File: src/rtl/msx_mapper_bank_pkg.sv
// Shared definitions for the MSX memory-mapper bank: limits, FSM states,
// the segment-change notification record and the segment mask helper.
package msx_mapper_bank_pkg;

  localparam int unsigned MAX_CHANNELS = 8;
  localparam int unsigned PAGES        = 4;
  // Widest segment register supported (data_in is one byte).
  localparam int unsigned MAX_SEG_W    = 8;
  // size_log2 is a 4-bit field, so the mask is computed wide enough for 15.
  localparam int unsigned MASK_W       = 16;

  typedef enum logic [1:0] {
    StInit,
    StIdle,
    StCommit,
    StNotify
  } map_state_e;

  typedef struct packed {
    logic [2:0]           ch;
    logic [1:0]           page;
    logic [MAX_SEG_W-1:0] seg;
  } upd_t;

  // 2^l2 - 1
  function automatic logic [MASK_W-1:0] mask_of(input logic [3:0] l2);
    logic [MASK_W:0] one_hot;
    one_hot     = '0;
    one_hot[l2] = 1'b1;
    return MASK_W'(one_hot - (MASK_W + 1)'(1));
  endfunction

endpackage

File: src/rtl/msx_mapper_bank_if.sv
// CPU IO bus, memory-side lookup and segment-change notification signals
// of the mapper bank. master = CPU/host side, slave = mapper bank.
interface msx_mapper_bank_if #(
  parameter int unsigned CHANNELS = 3,
  parameter int unsigned SEG_W    = 8
);

  logic                     io_en;
  logic                     rd;
  logic                     wr;
  logic [15:0]              addr;
  logic [7:0]               data_in;
  logic [CHANNELS-1:0]      ch_sel;
  logic [CHANNELS-1:0][3:0] size_log2;
  logic [2:0]               mem_ch;
  logic [SEG_W-1:0]         seg_out;
  logic [7:0]               q;
  logic                     output_rq;
  logic                     upd_valid;
  logic                     upd_ready;
  logic [2:0]               upd_ch;
  logic [1:0]               upd_page;
  logic [SEG_W-1:0]         upd_seg;
  logic                     busy;

  modport master (
    output io_en, rd, wr, addr, data_in, ch_sel, size_log2, mem_ch, upd_ready,
    input  seg_out, q, output_rq, upd_valid, upd_ch, upd_page, upd_seg, busy
  );

  modport slave (
    input  io_en, rd, wr, addr, data_in, ch_sel, size_log2, mem_ch, upd_ready,
    output seg_out, q, output_rq, upd_valid, upd_ch, upd_page, upd_seg, busy
  );

endinterface

File: src/rtl/msx_mapper_chan.sv
// One mapper channel: four page segment registers, write-strobe edge
// detector with a one-cycle commit delay, live size mask and readback.
module msx_mapper_chan
  import msx_mapper_bank_pkg::*;
#(
  parameter int unsigned SEG_W = 8
) (
  input  logic             clk,
  input  logic             reset_n,
  input  logic             hit_i,        // ch_sel & io_en & wr
  input  logic             strobe_en_i,  // low while the bank initialises
  input  logic             init_load_i,
  input  logic [1:0]       io_page_i,
  input  logic [SEG_W-1:0] wr_data_i,
  input  logic [3:0]       size_log2_i,
  input  logic [1:0]       mem_page_i,
  output logic             cmt_o,
  output logic [1:0]       cmt_page_o,
  output logic [SEG_W-1:0] cmt_seg_o,
  output logic [7:0]       rd_data_o,
  output logic [SEG_W-1:0] seg_o
);

  logic [MASK_W-1:0]           mask_full;
  logic [SEG_W-1:0]            mask;
  logic                        unused_mask;
  logic                        hit_q, hit_d;
  logic                        pend_q, pend_d;
  logic [1:0]                  pend_page_q, pend_page_d;
  logic [SEG_W-1:0]            pend_data_q, pend_data_d;
  logic [PAGES-1:0][SEG_W-1:0] regs_q, regs_d;

  // Mask follows size_log2 live; stored bits above it are kept but hidden.
  always_comb begin
    mask_full = mask_of(size_log2_i);
    mask      = mask_full[SEG_W-1:0];
  end

  assign unused_mask = ^mask_full;

  // Edge detect, strobe capture and register write (init load or commit).
  always_comb begin
    hit_d       = hit_i;
    pend_d      = hit_i & ~hit_q & strobe_en_i;
    pend_page_d = pend_page_q;
    pend_data_d = pend_data_q;
    if (pend_d) begin
      pend_page_d = io_page_i;
      pend_data_d = wr_data_i;
    end
    regs_d = regs_q;
    if (init_load_i) begin
      for (int p = 0; p < PAGES; p++) begin
        regs_d[p] = SEG_W'(PAGES - 1 - p) & mask;
      end
    end else if (pend_q) begin
      regs_d[pend_page_q] = pend_data_q & mask;
    end
  end

  // Commit report, IO readback (unused high bits read as 1) and memory lookup.
  always_comb begin
    cmt_o                  = pend_q;
    cmt_page_o             = pend_page_q;
    cmt_seg_o              = pend_data_q & mask;
    rd_data_o              = 8'hFF;
    rd_data_o[SEG_W-1:0]   = regs_q[io_page_i] | ~mask;
    seg_o                  = regs_q[mem_page_i] & mask;
  end

  // Channel state with synchronous active-low reset.
  always_ff @(posedge clk) begin
    if (!reset_n) begin
      hit_q       <= 1'b0;
      pend_q      <= 1'b0;
      pend_page_q <= '0;
      pend_data_q <= '0;
      regs_q      <= '0;
    end else begin
      hit_q       <= hit_d;
      pend_q      <= pend_d;
      pend_page_q <= pend_page_d;
      pend_data_q <= pend_data_d;
      regs_q      <= regs_d;
    end
  end

endmodule

File: src/rtl/msx_mapper_bank.sv
// MSX memory-mapper bank: CHANNELS independent mappers (ports FC-FF), an
// initialisation sequence, and a latest-wins segment-change notification
// with an ascending queue for simultaneous commits.
// Build option: define MSX_MAPPER_READBACK_EN to enable IO readback
// (q/output_rq); otherwise the mapper is write-only (q=FF, output_rq=0).
// Supported ranges: CHANNELS 1..8, SEG_W 1..8.
module msx_mapper_bank
  import msx_mapper_bank_pkg::*;
#(
  parameter int unsigned CHANNELS = 3,
  parameter int unsigned SEG_W    = 8
) (
  input logic               clk,
  input logic               reset_n,
  msx_mapper_bank_if.slave  bus
);

  logic [CHANNELS-1:0]            cmt;
  logic [CHANNELS-1:0][1:0]       cmt_page;
  logic [CHANNELS-1:0][SEG_W-1:0] cmt_seg;
  logic [CHANNELS-1:0][7:0]       rd_data;
  logic [CHANNELS-1:0][SEG_W-1:0] seg;
  upd_t                           cmt_entry [CHANNELS];

  map_state_e          state_q, state_d;
  logic [2:0]          idx_q, idx_d;
  logic                busy_q, busy_d;
  logic                valid_q, valid_d;
  upd_t                upd_q, upd_d;
  logic [CHANNELS-1:0] qv_q, qv_d;
  upd_t                qe_q [CHANNELS];
  upd_t                qe_d [CHANNELS];

  logic       cmt_any, pop_any;
  logic [2:0] cmt_lo, pop_lo;
  upd_t       cmt_first, pop_first;
  logic       unused_bits;

  for (genvar c = 0; c < CHANNELS; c++) begin : g_chan
    msx_mapper_chan #(
      .SEG_W (SEG_W)
    ) u_chan (
      .clk         (clk),
      .reset_n     (reset_n),
      .hit_i       (bus.ch_sel[c] & bus.io_en & bus.wr),
      .strobe_en_i (~busy_q),
      .init_load_i ((state_q == StInit) && (idx_q == 3'(c))),
      .io_page_i   (bus.addr[1:0]),
      .wr_data_i   (bus.data_in[SEG_W-1:0]),
      .size_log2_i (bus.size_log2[c]),
      .mem_page_i  (bus.addr[15:14]),
      .cmt_o       (cmt[c]),
      .cmt_page_o  (cmt_page[c]),
      .cmt_seg_o   (cmt_seg[c]),
      .rd_data_o   (rd_data[c]),
      .seg_o       (seg[c])
    );
    assign cmt_entry[c] = '{ch: 3'(c), page: cmt_page[c], seg: MAX_SEG_W'(cmt_seg[c])};
  end

  assign unused_bits = ^{bus.addr, bus.data_in, upd_q.seg};

  // Memory-side segment lookup; channels beyond CHANNELS read as segment 0.
  always_comb begin
    bus.seg_out = '0;
    for (int i = 0; i < CHANNELS; i++) begin
      if (bus.mem_ch == 3'(i)) bus.seg_out = seg[i];
    end
  end

`ifdef MSX_MAPPER_READBACK_EN
  logic [7:0] rd_and;

  // Hit channels are ANDed onto the read bus, as on a shared open-drain bus.
  always_comb begin
    rd_and = 8'hFF;
    for (int i = 0; i < CHANNELS; i++) begin
      if (bus.ch_sel[i]) rd_and = rd_and & rd_data[i];
    end
    bus.q         = rd_and;
    bus.output_rq = bus.io_en & bus.rd & (|bus.ch_sel);
  end
`else
  logic unused_rd;

  assign bus.q         = 8'hFF;
  assign bus.output_rq = 1'b0;
  assign unused_rd     = ^{bus.rd, rd_data};
`endif

  // Lowest-index committing channel and lowest-index queued notification.
  always_comb begin
    cmt_any   = 1'b0;
    cmt_lo    = '0;
    cmt_first = '0;
    pop_any   = 1'b0;
    pop_lo    = '0;
    pop_first = '0;
    for (int i = CHANNELS - 1; i >= 0; i--) begin
      if (cmt[i]) begin
        cmt_any   = 1'b1;
        cmt_lo    = 3'(i);
        cmt_first = cmt_entry[i];
      end
      if (qv_q[i]) begin
        pop_any   = 1'b1;
        pop_lo    = 3'(i);
        pop_first = qe_q[i];
      end
    end
  end

  // FSM next state: INIT walks the channels; otherwise a new commit always
  // takes the notification slot, extra commits queue, accepts pop the queue.
  always_comb begin
    state_d = state_q;
    idx_d   = idx_q;
    valid_d = valid_q;
    upd_d   = upd_q;
    qv_d    = qv_q;
    qe_d    = qe_q;
    if (state_q == StInit) begin
      if (idx_q == 3'(CHANNELS - 1)) begin
        state_d = StIdle;
        idx_d   = '0;
      end else begin
        idx_d = idx_q + 3'd1;
      end
    end else begin
      if (valid_q && bus.upd_ready) valid_d = 1'b0;
      if (cmt_any) begin
        valid_d = 1'b1;
        upd_d   = cmt_first;
        for (int i = 0; i < CHANNELS; i++) begin
          if (cmt[i]) begin
            if (3'(i) == cmt_lo) begin
              qv_d[i] = 1'b0;
            end else begin
              qv_d[i] = 1'b1;
              qe_d[i] = cmt_entry[i];
            end
          end
        end
      end else if (!valid_d && pop_any) begin
        valid_d = 1'b1;
        upd_d   = pop_first;
        for (int i = 0; i < CHANNELS; i++) begin
          if (3'(i) == pop_lo) qv_d[i] = 1'b0;
        end
      end
      if (!valid_d) begin
        state_d = StIdle;
      end else if (|qv_d) begin
        state_d = StCommit;
      end else begin
        state_d = StNotify;
      end
    end
    busy_d = (state_d == StInit);
  end

  // FSM and notification registers; reset aborts everything and reruns INIT.
  always_ff @(posedge clk) begin
    if (!reset_n) begin
      state_q <= StInit;
      idx_q   <= '0;
      busy_q  <= 1'b1;
      valid_q <= 1'b0;
      upd_q   <= '0;
      qv_q    <= '0;
      for (int i = 0; i < CHANNELS; i++) qe_q[i] <= '0;
    end else begin
      state_q <= state_d;
      idx_q   <= idx_d;
      busy_q  <= busy_d;
      valid_q <= valid_d;
      upd_q   <= upd_d;
      qv_q    <= qv_d;
      qe_q    <= qe_d;
    end
  end

  assign bus.busy      = busy_q;
  assign bus.upd_valid = valid_q;
  assign bus.upd_ch    = upd_q.ch;
  assign bus.upd_page  = upd_q.page;
  assign bus.upd_seg   = upd_q.seg[SEG_W-1:0];

endmodule

File: src/flat_wrapper.sv
// flat-port wrapper written by rule: the top's interface ports become plain ports
module msx_mapper_bank_flat import msx_mapper_bank_pkg::*;
#(
  parameter int unsigned CHANNELS = 3,
  parameter int unsigned SEG_W    = 8
)
  (clk, reset_n, bus_io_en, bus_rd, bus_wr, bus_addr, bus_data_in, bus_ch_sel, bus_size_log2, bus_mem_ch, bus_upd_ready, bus_seg_out, bus_q, bus_output_rq, bus_upd_valid, bus_upd_ch, bus_upd_page, bus_upd_seg, bus_busy);
  msx_mapper_bank_if #(.CHANNELS(CHANNELS), .SEG_W(SEG_W)) bus_i ();
  input logic clk;
  input logic reset_n;
  input wire logic [$bits(bus_i.io_en)-1:0] bus_io_en;
  input wire logic [$bits(bus_i.rd)-1:0] bus_rd;
  input wire logic [$bits(bus_i.wr)-1:0] bus_wr;
  input wire logic [$bits(bus_i.addr)-1:0] bus_addr;
  input wire logic [$bits(bus_i.data_in)-1:0] bus_data_in;
  input wire logic [$bits(bus_i.ch_sel)-1:0] bus_ch_sel;
  input wire logic [$bits(bus_i.size_log2)-1:0] bus_size_log2;
  input wire logic [$bits(bus_i.mem_ch)-1:0] bus_mem_ch;
  input wire logic [$bits(bus_i.upd_ready)-1:0] bus_upd_ready;
  output wire logic [$bits(bus_i.seg_out)-1:0] bus_seg_out;
  output wire logic [$bits(bus_i.q)-1:0] bus_q;
  output wire logic [$bits(bus_i.output_rq)-1:0] bus_output_rq;
  output wire logic [$bits(bus_i.upd_valid)-1:0] bus_upd_valid;
  output wire logic [$bits(bus_i.upd_ch)-1:0] bus_upd_ch;
  output wire logic [$bits(bus_i.upd_page)-1:0] bus_upd_page;
  output wire logic [$bits(bus_i.upd_seg)-1:0] bus_upd_seg;
  output wire logic [$bits(bus_i.busy)-1:0] bus_busy;
  assign bus_i.io_en = bus_io_en;
  assign bus_i.rd = bus_rd;
  assign bus_i.wr = bus_wr;
  assign bus_i.addr = bus_addr;
  assign bus_i.data_in = bus_data_in;
  assign bus_i.ch_sel = bus_ch_sel;
  assign bus_i.size_log2 = bus_size_log2;
  assign bus_i.mem_ch = bus_mem_ch;
  assign bus_i.upd_ready = bus_upd_ready;
  assign bus_seg_out = bus_i.seg_out;
  assign bus_q = bus_i.q;
  assign bus_output_rq = bus_i.output_rq;
  assign bus_upd_valid = bus_i.upd_valid;
  assign bus_upd_ch = bus_i.upd_ch;
  assign bus_upd_page = bus_i.upd_page;
  assign bus_upd_seg = bus_i.upd_seg;
  assign bus_busy = bus_i.busy;
  msx_mapper_bank #(.CHANNELS(CHANNELS), .SEG_W(SEG_W)) u_core (.clk(clk), .reset_n(reset_n), .bus(bus_i));
endmodule
File: config.mk
export PLATFORM = sky130hd
export DESIGN_NAME = msx_mapper_bank_flat
export DESIGN_NICKNAME = d
export VERILOG_FILES = /design/src/rtl/msx_mapper_bank_pkg.sv /design/src/rtl/msx_mapper_bank_if.sv /design/src/rtl/msx_mapper_chan.sv /design/src/rtl/msx_mapper_bank.sv /design/src/flat_wrapper.sv
export SDC_FILE = /design/constraint.sdc
export NUM_CORES = 1
export LEC_CHECK = 0
export BUFFER_PORTS_ARGS = -buffer_cell sky130_fd_sc_hd__buf_2
export CORE_UTILIZATION = 59
export DETAILED_ROUTE_END_ITERATION = 8
export PLACE_DENSITY = 0.86
export SYNTH_ARGS = -nofsm -noshare
export SYNTH_HDL_FRONTEND = slang
export SYNTH_SLANG_ARGS = --single-unit
File: constraint.sdc
create_clock -name clk -period 3.6 [get_ports clk]
set_clock_uncertainty 0.05 [all_clocks]
set_input_delay 0.72 -clock clk [delete_from_list [all_inputs] [get_ports clk]]
set_output_delay 0.72 -clock clk [all_outputs]
set_load 0.1 [all_outputs]
* Word-level counts from Yosys, hierarchy flattened
Index checks and enable logic that the tools add are counted.
Operators by class: $add $sub $neg 4, order comparisons 13, equal/unequal tests 8, mux-type cells 72, bitwise logic cells 27, reduce and logical (&&, ||, !) cells 30
Operators with widths (count):
- 17-bit 2-to-1 mux | 6
- 32-bit bitwise mux | 3
- 12-bit 2-to-1 mux | 6
- 8-bit 2-to-1 mux | 9
- 8-bit bitwise AND | 6
- 8-bit binary-select mux with 2-bit select | 3
- 8-bit demux with 2-bit select | 3
- 13-bit 2-to-1 mux | 2
- 1-bit 2-to-1 mux | 24
- 8-bit by 1-bit subtractor with 8-bit output (second input constant) | 3
- 4-bit by 6-bit < comparator with 1-bit output (second input constant) | 3
- 2-bit 2-to-1 mux | 9
- 1-bit bitwise AND | 12
- 1-bit demux with 4-bit select | 3
- 4-bit by 1-bit >= comparator with 1-bit output (second input constant) | 3
- 3-bit logical NOT | 4
- 2-bit by 3-bit < comparator with 1-bit output (second input constant) | 4
- 3-bit 2-to-1 mux | 4
- 4-bit AND reduction | 3
- 1-bit logical AND | 11
- 1-bit NOT | 9
- 2-bit nonzero test | 4
- 3-bit by 1-bit equality test with 1-bit output (second input constant) | 2
- 3-bit by 2-bit equality test with 1-bit output (second input constant) | 2
- 9 further kinds | 16
Word-level totals: register bits after elaboration 187, input bits 48, output and inout port bits 32, word-level logic and storage cells 203

* Logic depth before layout (Yosys ltp)
Gate-level depths: netlist of the first run.
word-level depth 13, mapped depth 11, gate-level depth less buffers 8

* Modules after synthesis
Synthesis of the first run repeated with hierarchy kept, for this count alone.
Unflattened totals: cell total of the unflattened synthesis 1102, area total of the unflattened synthesis 9950.8 um^2
Modules (own cells, without submodules):
- msx_mapper_chan at u_core.g_chan[1].u_chan ... | times used 2, cells each 256, area an instance 2357.3 um^2, seq. area each 880.8 um^2
- msx_mapper_bank | times used 1, cells each 333, area an instance 2865.2 um^2, seq. area each 1081.0 um^2
- msx_mapper_chan at u_core.g_chan[0].u_chan | times used 1, cells each 257, area an instance 2371.0 um^2, seq. area each 880.8 um^2

* Worst setup path before layout of the first run
Ideal clock, no wire load.
path kind input to output, from in bus_size_log2[9], to out bus_seg_out[4], data arrival time 3.883 ns, required time 2.830 ns, setup slack -1.053 ns, stages 9, buffers on the path 1, cells stage by stage buf_2 -> nor4_1 -> inv_1 -> ha_1 -> or3_1 -> o21ai_0 -> a22o_1 -> a21oi_1 -> a31oi_1
Between the ends: word-level cells in the longest chain between the ends 7, elaborated cells between the ends (all ways) 8, those cells by class 1 x add/sub; 2 x order compare; 3 x mux; 1 x bitwise; 1 x reduce/logical
RTL lines:
- start, declared | RTL line flat_wrapper.sv:17 | input wire logic [$bits(bus_i.size_log2)-1:0] bus_size_log2;
- 4-bit by 6-bit < comparator with 1-bit output (not written as such) / 4-bit by 1-bit >= comparator with 1-bit output (equally long branches) | RTL line msx_mapper_bank_pkg.sv:29 | one_hot[l2] = 1'b1;
- 1-bit logical AND (not written as such) | RTL line msx_mapper_bank_pkg.sv:29
- 1-bit 2-to-1 mux (not written as such) | RTL line msx_mapper_bank_pkg.sv:29
- 1-bit demux with 4-bit select * | RTL line msx_mapper_bank_pkg.sv:29
- 8-bit by 1-bit subtractor with 8-bit output * | RTL line msx_mapper_bank_pkg.sv:30 | return MASK_W'(one_hot - (MASK_W + 1)'(1));
- 8-bit bitwise AND * | RTL line msx_mapper_chan.sv:68 | seg_o = regs_q[mem_page_i] & mask;
- 8-bit 2-to-1 mux * | RTL line msx_mapper_bank.sv:67 | if (bus.mem_ch == 3'(i)) bus.seg_out = seg[i];
- end, declared | RTL line flat_wrapper.sv:20 | output wire logic [$bits(bus_i.seg_out)-1:0] bus_seg_out;
Mark *: on every way between the ends. The rest lies on a longest branch, timed or not.

* Final worst setup path of the first run
from in bus_size_log2[8], to out bus_seg_out[4]
Same word-level chain as after synthesis.

==> impl_metrics.env, run 1 <==
export IMPL_worstSkewPairLatency_ps=440
export IMPL_powerDensity_nw_per_um2=494.0
export IMPL_clockBufferDepth=2
export IMPL_avgSynthCellArea_um2=8.358
export IMPL_gp_congestion=0.9302
export IMPL_crit_path_end_kind="output pin"
export IMPL_portBuffers=56
export IMPL_hold_buffers=0
export IMPL_ant_nets=0
export IMPL_fmax_mhz=289.1
export IMPL_vias=7812
export IMPL_ys_dominant_reg_cell="dfxtp_1"
export IMPL_cts_max_level=4
export IMPL_avgViaCountPerCell=6.195
export IMPL_yosysWarnings=0
export IMPL_grt_total_usage_pct=33.32
export IMPL_async_reset_ff_share_pct=0
export IMPL_antenna_found_initial=1
export IMPL_overflow=0
export IMPL_drc=0
export IMPL_crit_type="primary input to output pin"
export IMPL_mappedNetlistArea_um2=8651
export IMPL_cts_root_buffer="clkbuf_16"
export IMPL_drt_iter0_markers=1048
export IMPL_worst_pin_slew_ps=1098
export IMPL_max_slew_margin_pct=26.81
export IMPL_hold_viol_final=0
export IMPL_grt_pass1_wl_um=37630
export IMPL_finalSetupViolations=0
export IMPL_drv_slew=0
export IMPL_ys_seq_area_share_pct=43.04
export IMPL_cp_start_kind="primary input"
export IMPL_finalSetupTns_ps=0
export IMPL_mostFrequentLayoutCell="dfxtp_1"
export IMPL_hpwl_um=16660
export IMPL_dieHeight_um=123.1
export IMPL_status="complete, no violations"
export IMPL_place_inst=1228
export IMPL_cts_made_buffers=17
export IMPL_grt_pass1_vias=7186
export IMPL_fin_ws_ps=141.4
export IMPL_n_antenna_cell=0
export IMPL_peakVddDrop_v=0.0003715
export IMPL_drtPass1Iterations=5
export IMPL_required_ps=2830
export IMPL_dp_slack_ps=57.54
export IMPL_clkTransAtPathRegs_ps=70
export IMPL_layout_area_seq_um2=3724
export IMPL_fp_row_count=43
export IMPL_slowest_stage="nor4_2"
export IMPL_critPathMaxFanout=6
export IMPL_cp_cell_sequence="buf_2, nor4_2, inv_1, ha_1, or3_1, o21ai_1, a22o_1, a21oi_1, a31oi_4, buf_12"
export IMPL_floorplan_initialDensity_pct=61.37
export IMPL_syn_inst=1035
export IMPL_boundaryPins=80
export IMPL_die_x_um=123.1
export IMPL_critPathMaxStageDelay_ps=370
export IMPL_leakagePower_nw=3.442
export IMPL_cp_arrival_ps=2690
export IMPL_grt_max_degree=38
export IMPL_period_share_pct=96.07
export IMPL_drive_above_1_share_pct=15.08
export IMPL_cap_violations=0
export IMPL_synth_edf_count=0
export IMPL_grt_setup_unrepaired="no"
export IMPL_num_fill_cells=1096
export IMPL_wirelength_um=24160
export IMPL_instances_no_fill=1261
export IMPL_multiInputGateArea_um2=4571
export IMPL_core_um2=14100
export IMPL_nets=1119
export IMPL_die_area_um2=15150
export IMPL_fin_crit_ps=3459
export IMPL_clkSinkCount=186
export IMPL_cts_tree="yes"
export IMPL_utilization_pct=68.49
export IMPL_synth_distinct_cells=67
export IMPL_syn_to_final_growth_pct=11.60
export IMPL_hold_path_class="flip-flop to flip-flop"
export IMPL_layout_common_cells="186 x dfxtp_1, 168 x nand2_1, 141 x nor2_1"
export IMPL_ys_seq_elements=186
export IMPL_wl_per_cell_um=19.16
export IMPL_power_w=0.004769
-- state kept, by name, indices dropped and copies added (netlist names) --
register	count
u_core.qv_q	3
u_core.g_chan.u_chan.hit_q	3
u_core.idx_q	3
u_core.bus.upd_ch	2
u_core.qe_q	32
u_core.g_chan.u_chan.cmt_page_o	6
u_core.g_chan.u_chan.pend_data_q	24
u_core.g_chan.u_chan.regs_q	96
u_core.bus.upd_page	2
u_core.state_q	2
u_core.bus.upd_seg	8
u_core.bus.busy	1
u_core.g_chan.u_chan.cmt_o	3
u_core.bus.upd_valid	1
-- worst max-delay path: cells and delay by family --
family	cells	cell delay [ps]
adders and majority gates	1	200
buffers and inverters	3	440
AOI/OAI and AO/OA	4	620
and+or+nand+nor	2	700
-- per-stage QoR --
step,instance area [µm²],hold slack (ps)
CTS,9641,403.8
global placement,9102,376.0
floorplan,8701,366.0
detailed placement,9102,390.2
finish,9654,400.9
global route,9654,417.4
-- Yosys cell counts (all sizes together) (5+ instances only) --
library cell | n | area [µm²]
and2 | 26 | 162.6
mux4 | 24 | 540.5
nor2 | 144 | 563.0
a32oi | 7 | 61.31
a21o | 8 | 60.06
clkbuf | 37 | 140.1
mux2i | 40 | 400.4
a21oi | 135 | 675.7
o211ai | 6 | 45.04
o21ai | 28 | 143.9
and3 | 5 | 31.28
nand3 | 26 | 130.1
nand2b | 15 | 93.84
nor2b | 14 | 87.58
buf | 42 | 246.5
dfxtp | 186 | 3724
a31oi | 10 | 62.56
o22ai | 6 | 37.54
nor3 | 19 | 106.4
nor4 | 5 | 31.28
nand3b | 6 | 45.04
inv | 6 | 22.52
or3 | 6 | 37.54
nand2 | 170 | 643.1
-- routing by layer --
metal  vias to the layer above  part of all wire (%)  global-route usage, %
li1                       3635                     -                      -
met3                        79                    11                  8.902
met5                         -                 0.046                      0
met4                         2                   4.2                  16.87
met1                      3642                    41                  43.10
met2                       454                    45                  51.33
-- cell families (layout without fill, tap and decap cells) --
family,count (synthesis),after routing,synth area share [%]
simple gates,451,451,23.60
compound gates,236,236,16.45
flops,186,186,43.04
buf+inv,86,124,4.773
mux,65,65,11.01
xor+xnor,6,6,0.6076
fa+ha+maj,3,3,0.4339
other cells,2,10,0.08681
-- what timing repair did --
action,CTS,global route
setup buffers,0,1
resized for setup,0,2
setup endpoints to repair,0,2
-- where the power goes --
| part | leakage [nW] | internal (W) | switching, W |
|---|---|---|---|
| Sequential | 1.50 | 0.00215 | 0.0000724 |
| Combinational | 1.68 | 0.000261 | 0.000559 |
| Clock | 0.260 | 0.000905 | 0.000826 |
| Total | 3.44 | 0.00331 | 0.00146 |
-- layout make-up --
type	count	share of cell area [%]
multi-input combinational	771	47.34
sequential	186	38.57
timing repair buffer	85	5.910
clock buffer	19	4.588
tap	180	2.333
clock inverter	13	0.9850
inverter	7	0.2722
-- final timing paths --
check / to / slack (ps) / cells past startpoint / from
max: bus_seg_out[4] / 140 / 10 / bus_size_log2[8]
min: u_core.qe_q[28] / 400 / 1 / u_core.qe_q[28]
max reg2reg: u_core.bus.upd_ch[1] / 1100 / 5 / u_core.qv_q[0]
min reg2reg: u_core.qe_q[28] / 400 / 1 / u_core.qe_q[28]
No activity file was read; power rests on OpenSTA's default activity.
==> inputs of run 2 (changes only) <==
--- a/config.mk
+++ b/config.mk
@@ -6,9 +6,9 @@
 export NUM_CORES = 1
 export LEC_CHECK = 0
 export BUFFER_PORTS_ARGS = -buffer_cell sky130_fd_sc_hd__buf_2
-export CORE_UTILIZATION = 59
+export CORE_UTILIZATION = 54
 export DETAILED_ROUTE_END_ITERATION = 8
-export PLACE_DENSITY = 0.86
+export PLACE_DENSITY = 0.83
 export SYNTH_ARGS = -nofsm -noshare
 export SYNTH_HDL_FRONTEND = slang
 export SYNTH_SLANG_ARGS = --single-unit
==> constraint.sdc (replaced) <==
create_clock -name clk -period 3.05 [get_ports clk]
set_clock_uncertainty 0.05 [all_clocks]
set_input_delay 0.61 -clock clk [delete_from_list [all_inputs] [get_ports clk]]
set_output_delay 0.61 -clock clk [all_outputs]
set_load 0.1 [all_outputs]
==> impl_metrics.env, run 2 (same netlist as run 1, synthesis figures left out) <==
export IMPL_overflow=0
export IMPL_cp_arrival_ps=2480
export IMPL_largest_register_ffs=96
export IMPL_mostFrequentLayoutCell="dfxtp_1"
export IMPL_die_x_um=128.6
export IMPL_grt_pass1_vias=7210
export IMPL_hpwl_um=17070
export IMPL_status="finished with violations"
export IMPL_n_antenna_cell=0
export IMPL_hold_buffers=0
export IMPL_syn_to_final_growth_pct=16.39
export IMPL_drv_slew=0
export IMPL_hold_path_class="primary input to flip-flop"
export IMPL_core_um2=15430
export IMPL_worst_pin_slew_ps=787.5
export IMPL_placed_area_um2=9360
export IMPL_antenna_found_initial=0
export IMPL_nets=1147
export IMPL_cp_start_kind="primary input"
export IMPL_ant_nets=0
export IMPL_powerDensity_nw_per_um2=577.3
export IMPL_die_area_um2=16530
export IMPL_cts_made_buffers=17
export IMPL_avgViaCountPerCell=6.065
export IMPL_grt_max_degree=35
export IMPL_drtPass1Iterations=6
export IMPL_floorplan_initialDensity_pct=56.07
export IMPL_gp_congestion=0.9357
export IMPL_hold_viol_final=0
export IMPL_whs_ps=336.5
export IMPL_finish_instance_area_um2=10070
export IMPL_boundaryPins=80
export IMPL_max_slew_margin_pct=47.01
export IMPL_drt_iter0_markers=1026
export IMPL_top_regs="u_core.g_chan.u_chan.regs_q x96, u_core.qe_q x32, u_core.g_chan.u_chan.pend_data_q x24"
export IMPL_peakVddDrop_v=0.0003853
export IMPL_fin_ws_ps=-88.66
export IMPL_finalSetupViolations=1
export IMPL_clkSinkCount=186
export IMPL_portBuffers=56
export IMPL_largest_register="u_core.g_chan.u_chan.regs_q"
export IMPL_grt_pass1_wl_um=38440
export IMPL_critPathMaxFanout=3
export IMPL_cap_violations=0
export IMPL_wl_per_cell_um=18.61
export IMPL_required_ps=2390
export IMPL_violations="negative setup slack"
export IMPL_drive_above_1_share_pct=18.49
export IMPL_vias=8006
export IMPL_cts_tree="yes"
export IMPL_fmax_mhz=318.6
export IMPL_clockBufferDepth=2
export IMPL_crit_type="primary input to output pin"
export IMPL_fin_crit_ps=3139
export IMPL_period_share_pct=102.9
export IMPL_cts_max_level=4
export IMPL_cts_root_buffer="clkbuf_16"
export IMPL_crit_path_end_kind="output pin"
export IMPL_worstSkewPairLatency_ps=450
export IMPL_grt_setup_unrepaired="yes"
export IMPL_fp_row_count=45
export IMPL_leakagePower_nw=3.647
export IMPL_layout_common_cells="186 x dfxtp_1, 168 x nand2_1, 141 x nor2_1"
export IMPL_grt_total_usage_pct=30.60
export IMPL_wirelength_um=24570
export IMPL_dieHeight_um=128.6
export IMPL_clkTransAtPathRegs_ps=70
export IMPL_drc=0
## run 2: timing repair
action,in CTS,in global routing
endpoints found under the setup margin,2,3
resized for setup,14,7
buffers inserted,7,0
pin swaps,9,5
## run 2: metrics by stage
step                utilization [%]  total power [W]  TNS (ps)  cells  setup WS, ps
floorplan                         -         0.003406    -581.1   1043        -392.7
global route                  65.26         0.005992    -153.4   1320        -118.1
detailed placement            60.67         0.003653    -394.0   1281        -260.6
finish                        65.26         0.005812    -88.66   1320        -88.66
CTS                           65.09         0.005779    -74.25   1320        -74.25
global placement              60.67         0.003633    -311.8   1281        -240.4
## run 2: metal layers
layer	part of all wire (%)	vias up	global-route usage, %
met5	0	-	0
li1	-	3693	-
met2	46	478	47.66
met4	4.4	0	15.99
met3	9.5	86	7.277
met1	40	3749	39.61
## run 2: path summary, 6_finish.rpt
check | start | end | slack, ps | cells past startpoint
hold / removal | bus_ch_sel[1] | u_core.g_chan[1].u_chan.hit_q | 340 | 2
hold reg to reg | u_core.qe_q[31] | u_core.qe_q[31] | 400 | 1
setup reg to reg | u_core.qv_q[1] | u_core.bus.upd_seg[6] | 750 | 5
setup / recovery | bus_size_log2[6] | bus_seg_out[6] | -90 | 8
## run 2: report_power, final
group	switching [W]	leakage [nW]	internal [W]
Clock	0.00102	0.279	0.00114
Combinational	0.000675	1.87	0.000357
Sequential	0.0000858	1.50	0.00253
Total	0.00178	3.65	0.00403
## run 2: cell type report
type / count / area, µm²
repair buffers: 113 / 839.6
fillers: 1231 / 5359
flip-flops and latches: 186 / 3724
inverters: 7 / 26.28
clock buffers: 17 / 425.4
multi-input cells: 771 / 4649
clock inverters: 15 / 140.1
well taps: 211 / 264.0
## run 2: critical path, cell delays in order
cell and delay, ps:
buf_6 90, or4_4 550, ha_4 190, and2_4 130, o211ai_1 240, a21oi_2 130
a311o_2 360, buf_12 180
